## src/rtl/uart_rx_os.sv

```systemverilog
// 16x-oversampling 8N1 UART receiver with 3-sample majority vote and a one-byte holding register.
// Latency: rx_valid rises 1 clk after the stop-bit mid-sample tick, plus 2 clks of input synchronisation.
// Backpressure: holding register waits on rx_ready; a byte completing while it is still full is dropped and flagged as overrun.
module uart_rx_os #(
    parameter int CLK_FREQ  = 50000000,
    parameter int BAUD_RATE = 115200
) (
    input  logic       clk,
    input  logic       rst_n,
    input  logic       rxd,
    output logic [7:0] rx_data,
    output logic       rx_valid,
    input  logic       rx_ready,
    output logic       frame_err,
    output logic       overrun
);

    // Clocks per oversample tick; the divider must be at least 2 for the
    // tick to be a single-cycle event.
    localparam int DIV = CLK_FREQ / (BAUD_RATE * 16);
    localparam int DW  = (DIV > 1) ? $clog2(DIV) : 1;
    localparam logic [DW-1:0] DIV_LAST = DW'(DIV - 1);

    typedef enum logic [2:0] {
        IDLE,
        START,
        DATA,
        STOP,
        WAIT_HIGH
    } state_t;

    state_t state;
    state_t state_nxt;

    // Synchroniser stages; idle-high so reset does not look like a start bit.
    logic rxd_m;
    logic rxd_s;

    // Oversampling timebase
    logic [DW-1:0] div_cnt;
    logic [3:0]    samp_cnt;
    logic          run;
    logic          tick;
    logic          bit_end;
    logic          mid_done;

    // Mid-bit samples taken at samp_cnt 7, 8 and 9
    logic [2:0] smp;
    logic       vote_bit;
    logic       vote_stop;

    // Data path
    logic [2:0] bit_idx;
    logic [7:0] shift;

    // Controls produced by the FSM
    logic cnt_clr;
    logic shift_en;
    logic bit_clr;
    logic bit_inc;
    logic deliver;
    logic ferr_evt;

    // Two-flop synchroniser for the asynchronous serial line
    always_ff @(posedge clk or negedge rst_n) begin
        if (!rst_n) begin
            rxd_m <= 1'b1;
            rxd_s <= 1'b1;
        end else begin
            rxd_m <= rxd;
            rxd_s <= rxd_m;
        end
    end

    // The timebase only runs while a frame is being tracked; in IDLE it is
    // held at zero so the first tick lands DIV clocks after the falling edge.
    assign run      = (state == START) || (state == DATA) || (state == STOP);
    assign tick     = run && (div_cnt == DIV_LAST);
    assign bit_end  = tick && (samp_cnt == 4'd15);
    assign mid_done = tick && (samp_cnt == 4'd9);

    // Full-bit decisions use the three stored samples. The stop bit is
    // decided on the tick that takes the third sample, so that sample is
    // taken straight from the line rather than from the register.
    assign vote_bit  = (smp[0] & smp[1]) | (smp[0] & smp[2]) | (smp[1] & smp[2]);
    assign vote_stop = (smp[0] & smp[1]) | (smp[0] & rxd_s) | (smp[1] & rxd_s);

    // Clock divider producing one tick every DIV clocks
    always_ff @(posedge clk or negedge rst_n) begin
        if (!rst_n) begin
            div_cnt <= '0;
        end else if (cnt_clr) begin
            div_cnt <= '0;
        end else if (run) begin
            if (div_cnt == DIV_LAST) begin
                div_cnt <= '0;
            end else begin
                div_cnt <= div_cnt + 1'b1;
            end
        end
    end

    // Sample position within the current bit; wraps 15 -> 0 at bit boundaries
    always_ff @(posedge clk or negedge rst_n) begin
        if (!rst_n) begin
            samp_cnt <= 4'd0;
        end else if (cnt_clr) begin
            samp_cnt <= 4'd0;
        end else if (tick) begin
            samp_cnt <= samp_cnt + 4'd1;
        end
    end

    // Capture the three mid-bit samples used by the majority vote
    always_ff @(posedge clk or negedge rst_n) begin
        if (!rst_n) begin
            smp <= 3'b000;
        end else if (cnt_clr) begin
            smp <= 3'b000;
        end else if (tick) begin
            case (samp_cnt)
                4'd7:    smp[0] <= rxd_s;
                4'd8:    smp[1] <= rxd_s;
                4'd9:    smp[2] <= rxd_s;
                default: smp    <= smp;
            endcase
        end
    end

    // Data bit index within the frame
    always_ff @(posedge clk or negedge rst_n) begin
        if (!rst_n) begin
            bit_idx <= 3'd0;
        end else if (cnt_clr || bit_clr) begin
            bit_idx <= 3'd0;
        end else if (bit_inc) begin
            bit_idx <= bit_idx + 3'd1;
        end
    end

    // LSB-first shift register: each voted bit enters at the top and moves down
    always_ff @(posedge clk or negedge rst_n) begin
        if (!rst_n) begin
            shift <= 8'h00;
        end else if (shift_en) begin
            shift <= {vote_bit, shift[7:1]};
        end
    end

    // Frame state register
    always_ff @(posedge clk or negedge rst_n) begin
        if (!rst_n) begin
            state <= IDLE;
        end else begin
            state <= state_nxt;
        end
    end

    // Next-state and per-cycle control decode
    always_comb begin
        state_nxt = state;
        cnt_clr   = 1'b0;
        shift_en  = 1'b0;
        bit_clr   = 1'b0;
        bit_inc   = 1'b0;
        deliver   = 1'b0;
        ferr_evt  = 1'b0;
        case (state)
            IDLE: begin
                // Counters sit cleared so the falling edge becomes sample 0
                cnt_clr = 1'b1;
                if (!rxd_s) begin
                    state_nxt = START;
                end
            end
            START: begin
                if (bit_end) begin
                    if (!vote_bit) begin
                        state_nxt = DATA;
                        bit_clr   = 1'b1;
                    end else begin
                        // Short low pulse: not a real start bit
                        state_nxt = IDLE;
                    end
                end
            end
            DATA: begin
                if (bit_end) begin
                    shift_en = 1'b1;
                    if (bit_idx == 3'd7) begin
                        state_nxt = STOP;
                    end else begin
                        bit_inc = 1'b1;
                    end
                end
            end
            STOP: begin
                // Decide mid-stop-bit so a start bit that immediately follows
                // the stop bit is seen from IDLE.
                if (mid_done) begin
                    if (vote_stop) begin
                        deliver   = 1'b1;
                        state_nxt = IDLE;
                    end else begin
                        ferr_evt  = 1'b1;
                        state_nxt = WAIT_HIGH;
                    end
                end
            end
            WAIT_HIGH: begin
                // A held-low line or break must return high before re-arming
                if (rxd_s) begin
                    state_nxt = IDLE;
                end
            end
            default: begin
                state_nxt = IDLE;
            end
        endcase
    end

    // Holding register with valid/ready handshake and overrun detection
    always_ff @(posedge clk or negedge rst_n) begin
        if (!rst_n) begin
            rx_data  <= 8'h00;
            rx_valid <= 1'b0;
            overrun  <= 1'b0;
        end else begin
            overrun <= 1'b0;
            if (deliver && (!rx_valid || rx_ready)) begin
                rx_data  <= shift;
                rx_valid <= 1'b1;
            end else begin
                if (deliver) begin
                    // Register still owned by the consumer: drop the new byte
                    overrun <= 1'b1;
                end
                if (rx_valid && rx_ready) begin
                    rx_valid <= 1'b0;
                end
            end
        end
    end

    // Framing error pulse, one clock per bad stop bit
    always_ff @(posedge clk or negedge rst_n) begin
        if (!rst_n) begin
            frame_err <= 1'b0;
        end else begin
            frame_err <= ferr_evt;
        end
    end

endmodule

```

## config.mk

```make
export PLATFORM = sky130hd
export DESIGN_NAME = uart_rx_os
export DESIGN_NICKNAME = d
export VERILOG_FILES = /design/src/rtl/uart_rx_os.sv
export SDC_FILE = /design/constraint.sdc
export NUM_CORES = 1
export LEC_CHECK = 0
export ABC_AREA = 0
export CAP_MARGIN = 20
export CORE_MARGIN = 2
export CORE_UTILIZATION = 42
export DETAILED_ROUTE_END_ITERATION = 8
export SLEW_MARGIN = 20
export SYNTH_ARGS = -nofsm -noshare
export SYNTH_HDL_FRONTEND = slang
export SYNTH_SLANG_ARGS = --single-unit
```

## constraint.sdc

```tcl
create_clock -name clk -period 6.6 [get_ports clk]
set_clock_uncertainty 0.2 [all_clocks]
set_input_delay 1.32 -clock clk [delete_from_list [all_inputs] [get_ports clk]]
set_output_delay 1.32 -clock clk [all_outputs]
set_load 0.05 [all_outputs]
```

# Word-level counts from Yosys, hierarchy flattened
# Cells that the tools add are included.
dict set report word_totals {
  mem_count 0
  latchBits 0
  romBits 0
  elab_cells 104
  output_inout_bits 11
  ram_bits 0
  ff_bits 39
}
dict set report op_classes {
  n_eq_ne 16
  bitwise 9
  reduce_logical 22
  add_sub_neg 3
  mul 0
  n_mux 40
  n_lt_le_gt_ge 0
  shifts 0
  div_mod_pow 0
}
# operator n
set op_table {}
lappend op_table {{$mux W3} 11}
lappend op_table {{$mux W1} 22}
lappend op_table {{$mux W5} 3}
lappend op_table {{$pmux W3 S5} 1}
lappend op_table {{$reduce_bool A2 Y1} 7}
lappend op_table {{$eq A4 B4 Y1 const B} 3}
lappend op_table {{$ne A2 B2 Y1 const B} 5}
lappend op_table {{$mux W4} 2}
lappend op_table {{$eq A3 B2 Y1 const B} 2}
lappend op_table {{$eq A3 B3 Y1 const B} 2}
lappend op_table {{$reduce_and A2 Y1} 3}
lappend op_table {{$reduce_and A6 Y1} 1}
lappend op_table {{$add A5 B1 Y5 const B} 1}
lappend op_table {{$and A1 B1 Y1} 5}
lappend op_table {{$eq A5 B5 Y1 const B} 1}
lappend op_table {{$logic_and A1 B1 Y1} 5}
lappend op_table {{$add A4 B1 Y4 const B} 1}
lappend op_table {{$eq A4 B3 Y1 const B} 1}
lappend op_table {{$logic_or A1 B1 Y1} 4}
lappend op_table {{$or A1 B1 Y1} 4}
lappend op_table {{$add A3 B1 Y3 const B} 1}
lappend op_table {{$eq A3 B1 Y1 const B} 1}
lappend op_table {{$logic_not A3 Y1} 1}
lappend op_table {{$mux W2} 1}
lappend op_table {{2 further kinds} 2}

# Longest topological paths before layout
# Gate-level depths: netlist (run 1).
dict set report logic_depth {
  depth_word 9
  ltp_mapped 7
}

# Least setup slack after synthesis (run 1)
# OpenSTA, ideal clock, no wires.
dict set report synth_timing {
  path_type {input to register}
  startpoint {input rx_ready}
  endpoint {register rx_data[0]}
  stages 4
  slack_ns 4.182
  path_buffers 1
  required_ns 6.275
  arrival_ns 2.093
  cell_sequence {nand2b_1 -> and3_1 -> buf_6 -> mux2_4}
}
dict set report synth_via {
  elab_chain_cells 2
}
# element line_no
set synth_rtl {}
lappend synth_rtl {{from (decl)} 13} ;# input logic rx_ready,
lappend synth_rtl {{$logic_or A1 B1 Y1} 230} ;# if (deliver && (!rx_valid || rx_ready)) begin
lappend synth_rtl {{$logic_and A1 B1 Y1} 230}
lappend synth_rtl {{to (signal assigned)} 231} ;# rx_data <= shift;
lappend synth_rtl {{to (decl)} 11} ;# output logic [7:0] rx_data,
# No other way between the ends.
# A chain may end at the register's enable or synchronous reset.

# Worst setup path after layout (run 1)
dict set report layout_timing {
  startpoint {register rx_data[3]}
  endpoint {output rx_data[3]}
}
# No word-level cell between the ends.

==> reports/metrics.sh, run 1 <==
RUN_STATUS='completed'
PLACEDINSTANCEAREA_SQ_UM=2080
I_O_BUFFERS=14
NETLIST_INSTANCES=156
YS_WARN_COUNT=0
POST_SYNTH_XOR_XNOR_AREA_PCT=1.83
ANTENNA-DIODE-COUNT=0
FINALCOREUTILIZATION_PCT=50.0
DRCVIOLATIONCOUNT=0
IO_PINS=15
WORST_EP_ARRIVAL_TIME_PS=1470
SYNTH_AREA_LEADERS='dfrtp_1 (48%), mux2_4 (6.3%), ha_1 (4.6%)'
SYNTH_COMPOUND_AREA_SHARE_PCT=6.47
ASYNCSETRESETFLOPFRACSYNTH_PCT=100
GRT_PASS1_WL_UM=5540
HOLD_VIOLATIONS=0
CTS_SINKS=39
DIE_AREA_SQ_UM=5120
SEQUENTIAL_CELL_AREA_SQ_UM=978
SYNTH-SIMPLE-AREA-SHARE_PCT=16.8
SYNTH_EDF_COUNT=0
CLOCK_TREE.ROOT_CELL='clkbuf_8'
FIRST_GLOBAL_VIAS=1177
WL_PER_CELL_UM=13.8
TIMING.HOLD.WORST.START='rxd_m'
CRIT_BUF_INV=1
ROWS=24
PWR_DENSITY_CELL_nW_PER_UM2=202
SYNTHESIZED_AREA_DIVIDED_BY_SYNTHESIZED_CELL_COUNT_SQ_UM=12.3
POST-DP-HPWL_UM=2240
FINAL.SETUP.WORST_SLACK_PS=3610
CTSRESIZECOUNT=0
HP-CLASS='flip-flop to flip-flop'
AREAGROWTHSYNTHTOFINISH_PCT=14.4
CELLLEAKAGEPOWER_nW=1.04
FINAL_COMMON_CELL='dfrtp_1'
DIE_WIDTH_UM=71.5
ACHIEVABLE-FREQUENCY_MHz=335
VIA_COUNT=1195
NUMBER_OF_VIOLATIONS_OF_THE_MAX_CAPACITANCE_LIMIT=0
CTS.REPAIR_TIMING.SETUP_BUFFER_COUNT=0
FINAL_NET_COUNT=182
SYNTH_SEQ_AREA_SHARE_PCT=51.1
FINALSETUPVIOLATIONS=0
GLOBALPLACE.CONGESTION=0.705
DESIGN_AREA_SQ_UM=2190
CLOCK_TRANSITION_AT_THE_REGISTERS_OF_THE_REPORTED_PATHS_PS=80
WIRELENGTH_UM=3100
DP_SLACK_PS=3490
GRTUSAGETOTAL_PCT=14.1
RSZ0062_AT_GRT='false'
PEAKVDDDROP_V=0.000180
ANT_NETS=0
LAYOUT-DRIVE-GT1-SHARE_PCT=19.8
DRT_ITER0_MARKERS=68
CTS_BUFFER_DEPTH=2
CP_CELL_SEQUENCE='clkdlybuf4s50_1'
WORSTPATHREQUIRED_PS=5080
DIE_HEIGHT_UM=71.5
NET_COUNT_AFTER_SYNTHESIS=167
COMMONEST_NON_FILL_NON_TAP_CELLS_IN_THE_LAYOUT='dfrtp_1 (37), clkdlybuf4s50_1 (13), nor2_1 (12)'
INITIAL_ANTENNA_VIOLATION_COUNT=0
FINAL_MIN_PERIOD_OVER_CLOCK_PERIOD_PCT=45.3
CORE_SQ_UM=4380
PATH_CLASS='flip-flop to output port'
CTS-BUFFERS-INSERTED=5
TIGHTESTPINTRANSITION_PS=852
PERIOD_NEEDED_PS=2990
TIMING.CRITICAL_PATH.FROM='rx_data[3]'
SYNTH.DISTINCT_CELLS=43
SETUP.WORST_PATH.END_CLASS='output port'
ADDER_CELL_SHARE_OF_THE_SYNTHESIZED_AREA_PCT=5.62
FIN_TNS_SETUP_PS=0
DRT-VIAS-PER-INSTANCE=5.33
SYNTH-SEQ-CELLS=39
FIRST_PASS_ITERS=4
CTS_HOLD_BUF=0
GRT_OVERFLOW=0
SETUP.WORST_PATH.START_CLASS='flip-flop'
CTS_MAX_LEVEL=2
CRIT_FAMILY='buffers and inverters'
SYNTH_FLOP_CELL='dfrtp_1'
SYNTH_LARGEST_AREA_CELL='dfrtp_1'
GRT_START_MAX_NET_PINS=40
WORST_SLEW_MARGIN_REL_PCT=43.2
WORST_SKEW_PAIR.LATE_LATENCY_PS=290
MULTIINPUTGATEAREA_SQ_UM=881
FLOORPLAN.INITIALDENSITY_PCT=43.7
REGTOREGSTARTPOINT='div_cnt[0]'
NETLIST.AREA_LEADER.SHARE_PCT=48.3
CRITICAL-PATH-SLOWEST-CELL='clkdlybuf4s50_1'
TRITONCTS='built'
CPPEAKSTAGEDELAY_PS=810
FILL_CELLS=388
POST_SYNTH_INSTANCE_AREA_SQ_UM=1920
MAIN_COMBINATIONAL_CELL_FAMILY_BY_AREA_AFTER_SYNTHESIS='simple AND/OR/NAND/NOR gates'
CRIT_PATH_MAX_FANOUT=2
REPORT.FINAL.SLEW_VIOL_COUNT=0
SYNTH_MUX_AREA_SHARE_PCT=15.3
[cells in the mapped netlist (2+ instances only)]
cell type / instances
nor3b_1: 3
nor4_1: 2
buf_2: 3
dfrtp_1: 37
xor2_1: 3
mux2_4: 8
nor2_1: 12
nand2_1: 8
a21o_1: 4
ha_1: 7
nand2b_1: 3
nand3_1: 2
inv_1: 5
o21bai_1: 4
mux2_2: 7
maj3_1: 2
mux2_1: 3
mux2i_1: 6
nor3_1: 6
nand3b_1: 2
dfstp_2: 2
and3_1: 2
o21ai_0: 5
[layer usage]
metal	track usage, %	vias up	routed length (um)
met5	0	-	0
met3	5.49	2	142
li1	-	581	-
met1	19.3	582	1520
met2	21.4	30	1430
met4	2.73	0	7
[logic make-up after synthesis]
group,Yosys count
and+or+nand+nor,52
DFF,39
buffers and inverters,11
AOI/OAI and AO/OA,17
xor gates and xnor gates,4
muxes,24
adders and majority gates,9
[layout make-up]
type                    instances  area share [%]
well taps                      52            2.97
inverters                       5           0.857
repair buffers                 14            6.17
multi-input cells             106            40.2
flip-flops and latches         39            44.7
clock inverters                 3            2.00
clock buffers                   5            3.14
[metrics by stage]
stage	hold slack, ps	power [mW]	cells
CTS	161	0.450	224
finish	157	0.444	224
detailed placement	150	0.252	216
global placement	148	0.251	216
global route	166	0.466	224
floorplan	145	0.245	156
[worst paths after layout]
kind	end	slack, ps	cells after the start
min in group asynchronous	div_cnt[0]	930	1
setup reg to reg	rx_data[6]	4050	6
setup / recovery	rx_data[3]	3610	1
hold / removal	rxd_s	160	0
max in group asynchronous	rx_data[5]	4720	1
hold reg to reg	rxd_s	160	0
[where the power goes]
| group | total (mW) | switching [mW] | leakage (nW) | internal [mW] |
|---|---|---|---|---|
| clock network | 0.197 | 0.0843 | 0.0581 | 0.113 |
| registers | 0.240 | 0.000563 | 0.513 | 0.240 |
| logic | 0.00616 | 0.00468 | 0.471 | 0.00149 |
| total | 0.444 | 0.0896 | 1.04 | 0.354 |
[flip-flops by register name, summed over array words and instances, names as in the netlist]
register / count
div_cnt: 5
rxd_m: 1
state: 3
bit_idx: 3
frame_err: 1
samp_cnt: 4
rx_data: 8
overrun: 1
rx_valid: 1
smp: 3
rxd_s: 1
shift: 8
Note: power is estimated with default switching activity, not from simulation.
==> inputs of run 2 (changes only) <==
==> constraint.sdc (replaced) <==
create_clock -name clk -period 2.73 [get_ports clk]
set_clock_uncertainty 0.2 [all_clocks]
set_input_delay 0.546 -clock clk [delete_from_list [all_inputs] [get_ports clk]]
set_output_delay 0.546 -clock clk [all_outputs]
set_load 0.05 [all_outputs]
==> reports/metrics.sh, run 2 (synthesis results as in run 1) <==
SETUP.WORST_PATH.END_CLASS='flip-flop'
ANT_NETS=0
WL_PER_CELL_UM=13.6
CTSRESIZECOUNT=0
ROWS=24
I_O_BUFFERS=14
CLOCK_TRANSITION_AT_THE_REGISTERS_OF_THE_REPORTED_PATHS_PS=70
REPORT.FINAL.SLEW_VIOL_COUNT=0
CRIT_BUF_INV=2
COMMONEST_NON_FILL_NON_TAP_CELLS_IN_THE_LAYOUT='dfrtp_1 (37), clkdlybuf4s50_1 (13), nor2_1 (12)'
STDCELL_COUNT=226
GRTUSAGETOTAL_PCT=14.3
DESIGN_AREA_SQ_UM=2180
DRT_ITER0_MARKERS=58
PWR_DENSITY_CELL_nW_PER_UM2=446
CTS_BUFFER_DEPTH=2
PEAKVDDDROP_V=0.000294
RSZ0062_AT_GRT='false'
CRITICAL-PATH-SLOWEST-CELL='dfrtp_1'
FINAL.SETUP.WORST_SLACK_PS=412
PLACE.DETAILED.INSTANCES=218
WORST_EP_ARRIVAL_TIME_PS=2290
CTS.REPAIR_TIMING.SETUP_BUFFER_COUNT=0
NUMBER_OF_VIOLATIONS_OF_THE_MAX_CAPACITANCE_LIMIT=0
DIE_HEIGHT_UM=71.5
PLACEDINSTANCEAREA_SQ_UM=2090
DIE_AREA_SQ_UM=5120
DRCVIOLATIONCOUNT=0
REGISTERS_WITH_THE_HIGHEST_FLIP_FLOP_COUNTS='rx_data (8), shift (8), div_cnt (5)'
HOLD_VIOLATIONS=0
CTS_HOLD_BUF=0
DRT-VIAS-PER-INSTANCE=5.31
FIN_TNS_SETUP_PS=0
CLOCK_TREE.ROOT_CELL='clkbuf_8'
CPPEAKSTAGEDELAY_PS=420
PATH_CLASS='flip-flop to flip-flop'
CORE_SQ_UM=4380
WIRELENGTH_UM=3080
LAYOUT-DRIVE-GT1-SHARE_PCT=20.1
CTS-BUFFERS-INSERTED=5
PERIOD_NEEDED_PS=2320
CRIT_FAMILY='simple AND/OR/NAND/NOR gates'
IO_PINS=15
WORST_SLEW_MARGIN_REL_PCT=44.3
WORSTPATHREQUIRED_PS=2710
POWER_mW=0.971
INITIAL_ANTENNA_VIOLATION_COUNT=0
CP_CELL_SEQUENCE='inv_1 -> ha_1 -> nand4b_4 -> nor4_2 -> and3_1 -> buf_4 -> mux2_4'
HP-CLASS='input port to asynchronous set/reset pin'
MULTIINPUTGATEAREA_SQ_UM=881
GLOBALPLACE.CONGESTION=0.704
POST-DP-HPWL_UM=2240
CELLLEAKAGEPOWER_nW=1.04
ANTENNA-DIODE-COUNT=0
DIE_WIDTH_UM=71.5
FIRST_GLOBAL_VIAS=1174
GRT_PASS1_WL_UM=5550
SETUP.WORST_PATH.START_CLASS='flip-flop'
ACHIEVABLE-FREQUENCY_MHz=431
FINAL_MIN_PERIOD_OVER_CLOCK_PERIOD_PCT=84.9
GRT_START_MAX_NET_PINS=40
FINAL_NET_COUNT=184
DP_SLACK_PS=408
CRIT_PATH_MAX_FANOUT=14
TRITONCTS='built'
FLOORPLAN.INITIALDENSITY_PCT=43.7
WORST_SKEW_PAIR.LATE_LATENCY_PS=290
GRT_OVERFLOW=0
FINAL_COMMON_CELL='dfrtp_1'
CTS_SINKS=39
FINALSETUPVIOLATIONS=0
CTS_MAX_LEVEL=2
AREAGROWTHSYNTHTOFINISH_PCT=13.7
RUN_STATUS='completed'
SEQUENTIAL_CELL_AREA_SQ_UM=978
FILL_CELLS=378
VIA_COUNT=1200
TIGHTESTPINTRANSITION_PS=836
FIRST_PASS_ITERS=4
==> run 2: changes by cell type in the layout (fill, tap and decap cells not counted), sizes merged <==
cell | before | now
buf | 1 | 3
clkinvlp | 0 | 1
bufinv | 1 | 0
clkinv | 2 | 1
clkbuf | 5 | 6
==> run 2: worst register-to-register path, cell delays in order, from the launching register on <==
cell	delay, ps
dfrtp_1	420
inv_1	70
ha_1	190
nand4b_4	230
nor4_2	380
and3_1	200
buf_4	200
mux2_4	310
==> run 2: per-layer routing <==
layer  track usage [%]  routed length (um)
met5                 0                   0
met4              6.92                  70
met3              4.64                 134
met2              20.5                1380
met1              19.6                1490
==> run 2: power by group <==
group          internal (mW)  switching, mW
combinational        0.00359         0.0110
clock                  0.178          0.197
sequential             0.580        0.00129
==> run 2: path summary, 6_finish.rpt <==
path	start	to	slack (ps)	depth (start not counted)
worst max-delay path	div_cnt[0]	rx_data[6]	410	7
worst min-delay path	rst_n	div_cnt[4]	150	1
worst max register to register	div_cnt[0]	rx_data[6]	410	7
worst min register to register	rxd_m	rxd_s	160	0
max in group asynchronous	rst_n	div_cnt[1]	1650	1
min in group clk	rxd_m	rxd_s	160	0
==> run 2: metrics by stage <==
| step | utilization, % | hold WS, ps |
|---|---|---|
| final | 49.7 | 152 |
| after global placement | 47.7 | 147 |
| after detailed placement | 47.7 | 147 |
| after CTS | 49.7 | 158 |
| after global routing | 49.7 | 167 |
| after floorplan | - | 50.4 |
==> run 2: final cells by class <==
cell class	count	area share [%]
flip-flops and latches	39	44.9
multi-input cells	106	40.4
repair buffers	16	6.89
clock buffers	6	3.33
well taps	52	2.99
inverters	5	0.862
clock inverters	2	0.574
==> inputs of run 3 (changes only) <==
==> constraint.sdc (replaced) <==
create_clock -name clk -period 2.38 [get_ports clk]
set_clock_uncertainty 0.2 [all_clocks]
set_input_delay 0.476 -clock clk [delete_from_list [all_inputs] [get_ports clk]]
set_output_delay 0.476 -clock clk [all_outputs]
set_load 0.05 [all_outputs]
==> reports/metrics.sh, run 3 (synthesis results as in run 1) <==
AREAGROWTHSYNTHTOFINISH_PCT=16.1
CTS-BUFFERS-INSERTED=5
TRITONCTS='built'
INITIAL_ANTENNA_VIOLATION_COUNT=0
GRTUSAGETOTAL_PCT=14.8
WIRELENGTH_UM=3330
CORE_SQ_UM=4380
ACHIEVABLE-FREQUENCY_MHz=447
TIMING.CRITICAL_PATH.FROM='bit_idx[0]'
ANTENNA-DIODE-COUNT=0
DP_SLACK_PS=143
WORST_SLEW_MARGIN_REL_PCT=63.7
POST-DP-HPWL_UM=2370
FINAL_NET_COUNT=188
CELLLEAKAGEPOWER_nW=1.06
CLOCK_TREE.ROOT_CELL='clkbuf_8'
WORST_EP_ARRIVAL_TIME_PS=2210
WORSTPATHREQUIRED_PS=2350
CTS_MAX_LEVEL=2
CTS_HOLD_BUF=0
MULTIINPUTGATEAREA_SQ_UM=881
CTS.REPAIR_TIMING.SETUP_BUFFER_COUNT=0
PATH_CLASS='flip-flop to flip-flop'
GRT_PASS1_WL_UM=5830
FINALCOREUTILIZATION_PCT=50.7
REPORT.FINAL.SLEW_VIOL_COUNT=0
TIGHTESTPINTRANSITION_PS=544
LAYOUT-DRIVE-GT1-SHARE_PCT=22.5
PLACEDINSTANCEAREA_SQ_UM=2140
GRT_OVERFLOW=0
PLACE.DETAILED.INSTANCES=222
CRIT_PATH_MAX_FANOUT=3
FIRST_GLOBAL_VIAS=1238
CPPEAKSTAGEDELAY_PS=510
CTSRESIZECOUNT=0
CRIT_TOP_CELL='ha_1'
PERIOD_NEEDED_PS=2240
TIMING.REG2REG.WORST_PATH_DEPTH=6
FILL_CELLS=379
RUN_STATUS='completed'
HOLD_VIOLATIONS=0
NUMBER_OF_VIOLATIONS_OF_THE_MAX_CAPACITANCE_LIMIT=0
FINAL_MIN_PERIOD_OVER_CLOCK_PERIOD_PCT=93.9
ROWS=24
RSZ0062_AT_GRT='false'
VIA_COUNT=1218
I_O_BUFFERS=14
FIN_TNS_SETUP_PS=0
FINALSETUPVIOLATIONS=0
CLOCK_TRANSITION_AT_THE_REGISTERS_OF_THE_REPORTED_PATHS_PS=80
PWR_DENSITY_CELL_nW_PER_UM2=505
WL_PER_CELL_UM=14.5
WORST_SKEW_PAIR.LATE_LATENCY_PS=290
SETUP.REG_TO_REG.WORST_SLACK_PS=140
DIE_AREA_SQ_UM=5120
STDCELL_COUNT=230
CP_CELL_SEQUENCE='ha_1 -> ha_1 -> or3b_1 -> or4_1 -> xor2_1 -> nor2_2'
SEQUENTIAL_CELL_AREA_SQ_UM=978
CTS_BUFFER_DEPTH=2
CTS_SINKS=39
DRT-VIAS-PER-INSTANCE=5.30
FLOORPLAN.INITIALDENSITY_PCT=43.7
DESIGN_AREA_SQ_UM=2220
REGTOREGSTARTPOINT='bit_idx[0]'
POWER_mW=1.12
CRITICAL-PATH-SLOWEST-CELL='or4_1'
ANT_NETS=0
GLOBALPLACE.CONGESTION=0.725
HOLDWS_PS=26.6
FINAL_COMMON_CELL='dfrtp_1'
SETUP.WORST_PATH.END_CLASS='flip-flop'
DIE_WIDTH_UM=71.5
COMMONEST_NON_FILL_NON_TAP_CELLS_IN_THE_LAYOUT='dfrtp_1 (37), clkdlybuf4s50_1 (13), nor2_1 (12)'
PEAKVDDDROP_V=0.000247
DRT_ITER0_MARKERS=53
REGISTERS_WITH_THE_HIGHEST_FLIP_FLOP_COUNTS='rx_data (8), shift (8), div_cnt (5)'
GRT_START_MAX_NET_PINS=40
DIE_HEIGHT_UM=71.5
FIRST_PASS_ITERS=4
HP-CLASS='input port to asynchronous set/reset pin'
FINAL.SETUP.WORST_SLACK_PS=144
SETUP.WORST_PATH.START_CLASS='flip-flop'
SETUP.WORST_PATH.END='bit_idx[0]'
DRCVIOLATIONCOUNT=0
WORST_R2R_ENDPOINT='bit_idx[0]'
IO_PINS=15
## run 3: final cells by class
cell class / count / share of cell area [%]
timing repair buffer: 20 / 8.66
clock inverter: 3 / 0.900
multi-input combinational: 106 / 39.6
inverter: 5 / 0.844
sequential: 39 / 44.0
tap: 52 / 2.92
clock buffer: 5 / 3.09
## run 3: worst min path at each step
| stage | depth (start not counted) | from | slack, ps | endpoint |
|---|---|---|---|---|
| 2_1_floorplan | 0 | rst_n | -20 | bit_idx[0] |
| 3_3_place_gp | 0 | rxd_m | 150 | rxd_s |
| 3_5_place_dp | 0 | rxd_m | 150 | rxd_s |
| 4_1_cts | 2 | rst_n | 40 | overrun |
| 5_1_grt | 2 | rst_n | 60 | shift[2] |
| 6_report | 2 | rst_n | 30 | overrun |
## run 3: worst max-delay path: cells and delay by family (launching register included)
kind,cells,cell delay [ps]
DFF,1,400
adders and majority gates,2,410
and+or+nand+nor,3,910
xor gates and xnor gates,1,210
## run 3: power by group
group	switching [mW]	leakage, nW	total (mW)	internal (mW)
registers	0.00155	0.513	0.667	0.665
clock network	0.236	0.0402	0.439	0.204
logic	0.0131	0.505	0.0183	0.00517
total	0.250	1.06	1.12	0.874
## run 3: routing by layer
layer	GRT usage, %	share of wire (%)	routed length (um)
met1	20.1	49	1620
met2	22.0	47	1560
met3	3.80	2.5	84
met4	7.34	2.0	66
met5	0	0	0
